## src/rtl/a0_uart_tx.sv

```systemverilog
// Streams every change of the core's a0 value off-chip as an 8N1 UART frame.
// Change detector -> small circular FIFO -> IDLE/START/DATA/STOP serialiser.
module a0_uart_tx #(
    parameter int DATA_WIDTH      = 8,
    parameter int CLKS_PER_BIT    = 16,
    parameter int FIFO_DEPTH      = 4,
    parameter int FIFO_ADDR_WIDTH = 2
) (
    input  logic                       clk_i,
    input  logic                       rst_i,
    input  logic [DATA_WIDTH-1:0]      data_i,
    output logic                       tx_o,
    output logic                       busy_o,
    output logic                       overflow_o,
    output logic [FIFO_ADDR_WIDTH:0]   fifo_count_o
);

    localparam int BAUD_W = $clog2(CLKS_PER_BIT);
    localparam int BIT_W  = $clog2(DATA_WIDTH);
    localparam int CNT_W  = FIFO_ADDR_WIDTH + 1;
    localparam logic [BAUD_W-1:0] BAUD_LAST = BAUD_W'(CLKS_PER_BIT - 1);
    localparam logic [BIT_W-1:0]  BIT_LAST  = BIT_W'(DATA_WIDTH - 1);
    localparam logic [CNT_W-1:0]  CNT_FULL  = CNT_W'(FIFO_DEPTH);

    typedef enum logic [1:0] {
        IDLE  = 2'd0,
        START = 2'd1,
        DATA  = 2'd2,
        STOP  = 2'd3
    } state_t;

    state_t                     state_q, state_d;
    logic [BAUD_W-1:0]          baud_q, baud_d;
    logic [BIT_W-1:0]           bit_q, bit_d;
    logic [DATA_WIDTH-1:0]      shift_q, shift_d;
    logic                       tx_q, tx_d;
    logic [DATA_WIDTH-1:0]      prev_q;
    logic [DATA_WIDTH-1:0]      mem [FIFO_DEPTH];
    logic [FIFO_ADDR_WIDTH-1:0] wptr_q, rptr_q;
    logic [CNT_W-1:0]           count_q;
    logic                       overflow_q;

    logic push_req, push_ok, pop, baud_last;

    // Push/pop handshake: push_req is a one-cycle request (data_i != prev);
    // the FIFO accepts it when not full, or when full but popping the same
    // cycle. pop is asserted only from IDLE with a non-empty FIFO.
    assign push_req  = (data_i != prev_q);
    assign pop       = (state_q == IDLE) && (count_q != '0);
    assign push_ok   = push_req && ((count_q != CNT_FULL) || pop);
    assign baud_last = (baud_q == BAUD_LAST);

    always_ff @(posedge clk_i) begin
        if (!rst_i) begin
            prev_q     <= '0;
            wptr_q     <= '0;
            rptr_q     <= '0;
            count_q    <= '0;
            overflow_q <= 1'b0;
        end else begin
            prev_q <= data_i;
            if (push_ok) wptr_q <= wptr_q + 1'b1;
            if (pop)     rptr_q <= rptr_q + 1'b1;
            if (push_ok && !pop)      count_q <= count_q + 1'b1;
            else if (!push_ok && pop) count_q <= count_q - 1'b1;
            if (push_req && !push_ok) overflow_q <= 1'b1;
        end
    end

    // Storage needs no reset: occupancy is tracked by the pointers and count.
    always_ff @(posedge clk_i) begin
        if (rst_i && push_ok) mem[wptr_q] <= data_i;
    end

    always_ff @(posedge clk_i) begin
        if (!rst_i) begin
            state_q <= IDLE;
            baud_q  <= '0;
            bit_q   <= '0;
            shift_q <= '0;
            tx_q    <= 1'b1;
        end else begin
            state_q <= state_d;
            baud_q  <= baud_d;
            bit_q   <= bit_d;
            shift_q <= shift_d;
            tx_q    <= tx_d;
        end
    end

    always_comb begin
        state_d = state_q;
        baud_d  = baud_q;
        bit_d   = bit_q;
        shift_d = shift_q;
        case (state_q)
            IDLE: begin
                if (pop) begin
                    shift_d = mem[rptr_q];
                    baud_d  = '0;
                    state_d = START;
                end
            end
            START: begin
                if (baud_last) begin
                    baud_d  = '0;
                    bit_d   = '0;
                    state_d = DATA;
                end else begin
                    baud_d = baud_q + 1'b1;
                end
            end
            DATA: begin
                if (baud_last) begin
                    baud_d  = '0;
                    shift_d = shift_q >> 1;
                    if (bit_q == BIT_LAST) state_d = STOP;
                    else                   bit_d   = bit_q + 1'b1;
                end else begin
                    baud_d = baud_q + 1'b1;
                end
            end
            STOP: begin
                if (baud_last) begin
                    baud_d  = '0;
                    state_d = IDLE;
                end else begin
                    baud_d = baud_q + 1'b1;
                end
            end
            default: state_d = IDLE;
        endcase
    end

    // The line level is derived from the next state so tx_o is a pure flop.
    always_comb begin
        tx_d = 1'b1;
        case (state_d)
            START:   tx_d = 1'b0;
            DATA:    tx_d = shift_d[0];
            default: tx_d = 1'b1;
        endcase
    end

    assign tx_o         = tx_q;
    assign busy_o       = (state_q != IDLE);
    assign overflow_o   = overflow_q;
    assign fifo_count_o = count_q;

endmodule
```

## config.mk

```make
export PLATFORM = sky130hd
export DESIGN_NAME = a0_uart_tx
export DESIGN_NICKNAME = d
export VERILOG_FILES = /design/src/rtl/a0_uart_tx.sv
export SDC_FILE = /design/constraint.sdc
export NUM_CORES = 1
export LEC_CHECK = 0
export BUFFER_PORTS_ARGS = -buffer_cell sky130_fd_sc_hd__clkbuf_2
export CAP_MARGIN = 20
export CORE_MARGIN = 2
export CORE_UTILIZATION = 50
export DETAILED_ROUTE_END_ITERATION = 10
export HOLD_SLACK_MARGIN = 0.15
export MAX_ROUTING_LAYER = met4
export PLACE_DENSITY = 0.7
export SETUP_SLACK_MARGIN = 0.1
export SLEW_MARGIN = 20
export SYNTH_ARGS = -nofsm -noshare
export SYNTH_HDL_FRONTEND = slang
export SYNTH_SLANG_ARGS = --single-unit
```

## constraint.sdc

```tcl
create_clock -name clk_i -period 2.38 [get_ports clk_i]
set_clock_uncertainty 0.15 [all_clocks]
set_input_delay 0.357 -clock clk_i [delete_from_list [all_inputs] [get_ports clk_i]]
set_output_delay 0.357 -clock clk_i [all_outputs]
set_load 0.05 [all_outputs]
```

==> run metrics <==
status=complete, no violations; CTS tree=done; # setup viols final=0; Die Width=79.2 µm; Area after DPL=0.00314 mm²; Finished Cell Area=0.00349 mm²; clock insertion delay at the later pin of the skew report=0.34 ns; final setup TNS=0 ns; ANT nets after route=0; Reg-to-Reg Start=prev_q[6]; most common flop cell mapped by yosys=dfxtp_1; MaxCap Viol Count=0; Cell Area, Synth=0.00283 mm²; Vias/cell=5.17; critical path arrival=2.32 ns; syn_area_per_cell=12.6 µm²; Slowest-stage cell, CP=or3_4; slowest stage delay, CP=0.36 ns; Ports=16; Inst Count DP=322; CTS Buf Count=9; top cell type by total area after synthesis=edfxtp_1; Tmin final=2.19 ns; Slew Limit Fails=0; total leakage power=1.39 nW; CP bufs+invs=1; final std cells w/o fill=338; die height=79.2 µm; Avg WL per Cell=15.0 µm; kind of launch point of the worst setup path=flop; DRC=0; number of synthesized flops with an enable pin=32; Final WS setup=0.186 ns; routability cong.=0.840; Setup WS pre-CTS=-0.0408 ns; Layout Nets=280; vias in the first global route=1,802; CTS max path bufs=2; hold path start=data_i[6]; Hold Crit Class=input port to flop; reg-to-reg critical path endpoint=fifo_count_o[2]; area grow syn2layout=23.5%; clock sinks=68; Hold Fails Final Rpt=0; Rows=27; DRT iter0 DRCs=64; Top delay family on crit path=adder cells; Root Buffer=clkbuf_8; period utilization=92.2%; clk slew on worst S/H paths=0.07 ns; RSZ-0062 raised after global routing=false; antenna violations before repair=0; total power=3.74 mW; htree depth=3; share of the synthesized area in the top cell type=34.0%; Vias=1,749; Synth area leaders=edfxtp_1 (34%), dfxtp_1 (25%), mux4_2 (6.4%), xor2_1 (3.7%), ha_1 (3.5%); Worst Path Max Fanout=3; FFs w/ async S/R, synth=0%; CP Class=flop to flop; cts hold-fix bufs=0; DIE AREA=0.00627 mm²; R2R cell count=9; total gr overflow=0; #FFs+latches synth=68; number of diodes=0; Hold Path Sink=mem[2][6]; Hold Path Cell Cnt=2; Critical Path RT=2.50 ns; crit-path cells=xor2_2 -> nor4_4 -> a21oi_4 -> ha_4 -> inv_2 -> fa_2 -> xor2_1 -> or3_4 -> a21oi_2; Starting Density=51.7%; drt total wl=5080 µm; Rel. slew slack=64.0%; Synth cell types=40; Placeable Area=0.00547 mm²; largest net degree at the start of global routing=22; critical path endpoint category=flop; Yosys Warn Count=0; filler cell count=442; PD cells=1070 mW/mm²; VDD IR max=0.559 mV; Synth Instances=224; proportion of layout cells with a drive suffix above 1=35.0%; Syn Nets=243; register area share after synthesis=59.5%; post-DP HPWL=3500 µm; global-route wire length before repair=8650 µm; Initial DRT Pass Iterations=4; gr usage total=19.2%; Worst Max-Slew Pin Slew=0.540 ns; port buffer count=15; R2R setup slack=0.19 ns; Fmax=456 MHz
## cells in the final DEF, fill, tap and decap left out, types with 8 or more instances in the layout
master	instances
clkbuf_8	10
and2_1	14
nor2_1	18
edfxtp_1	32
nand2_1	13
a21oi_1	10
mux4_2	8
clkbuf_2	15
dfxtp_2	12
xor2_2	8
dfxtp_1	24
buf_4	20
## per-stage QoR
| step | utilization [%] | hold WS [ns] |
|---|---|---|
| 5_1_grt | 63.8 | 0.221 |
| 3_3_place_gp | 57.4 | 0.286 |
| 3_5_place_dp | 57.4 | 0.292 |
| 2_1_floorplan | - | 0.276 |
| 6_report | 63.8 | 0.219 |
| 4_1_cts | 61.6 | 0.176 |
## final cells by class
cell class,instances,area (µm²),area share [%]
inverters,7,28.8,0.824
well taps,72,90.1,2.58
repair buffers,35,225,6.45
clock inverters,6,86.3,2.47
flip-flops and latches,68,1700,48.6
clock buffers,10,138,3.94
multi-input cells,140,1230,35.1
## sequential cells by signal, summed over array words and instances (netlist names), named ones only
register      flops
mem              32
prev_q            8
shift_q           8
baud_q            4
bit_q             3
fifo_count_o      3
rptr_q            2
state_q           2
wptr_q            2
overflow_o        1
tx_o              1
## per-layer routing
metal / wire length [µm] / vias up / global-route usage (%)
met5: 0 / - / -
met4: 85 / 0 / 9.48
met3: 126 / 8 / 4.09
met2: 2540 / 24 / 30.4
met1: 2330 / 843 / 23.4
li1: - / 874 / -
## synth_stat cells, types with 7 or more instances
| cell | count |
|---|---|
| mux4_2 | 8 |
| edfxtp_1 | 32 |
| nor2_1 | 18 |
| nand2_1 | 13 |
| a21oi_1 | 12 |
| and2_1 | 14 |
| xor2_1 | 12 |
| a22oi_1 | 7 |
| ha_1 | 8 |
| mux2i_1 | 7 |
| dfxtp_1 | 36 |
## how the worst max path moves through the flow
stage	cells after the start	end	from	slack [ns]
2_1_floorplan	10	fifo_count_o[2]	state_q[0]	0.14
3_3_place_gp	11	fifo_count_o[2]	data_i[5]	0.05
3_5_place_dp	11	fifo_count_o[2]	data_i[4]	-0.04
4_1_cts	10	fifo_count_o[2]	prev_q[4]	0.11
5_1_grt	9	fifo_count_o[2]	fifo_count_o[0]	0.10
6_report	9	fifo_count_o[2]	prev_q[6]	0.19
## cells by family after synthesis
family | synth area share (%)
xor gates and xnor gates | 4.03
buffers and inverters | 2.30
muxes | 8.85
AOI/OAI and AO/OA | 8.23
and+or+nand+nor | 12.9
DFF | 59.5
adders and majority gates | 4.25
## worst reg2reg max path: cells and delay by family, from the launching register on
family,cells,cell delay (ns)
flip-flops,1,0.34
adder cells (fa/ha/maj),2,0.50
AND/OR/NAND/NOR,2,0.45
AO/OA/AOI/OAI,2,0.30
buffers and inverters,1,0.04
XOR/XNOR,2,0.36
## what timing repair did
item                                    4_1_cts  5_1_grt
cloned                                        0        0
endpoints found under the setup margin        1        1
setup buffers                                 0        2
pin swaps                                     1       15
resized for setup                             2       24
## report_power, final
| part | switching (mW) | internal [mW] | leakage (nW) | total [mW] |
|---|---|---|---|---|
| combinational | 0.574 | 0.527 | 0.686 | 1.10 |
| clock | 0.431 | 0.618 | 0.113 | 1.05 |
| sequential | 0.175 | 1.41 | 0.594 | 1.59 |
| total | 1.18 | 2.56 | 1.39 | 3.74 |
Note: power is estimated with default switching activity, not from simulation.
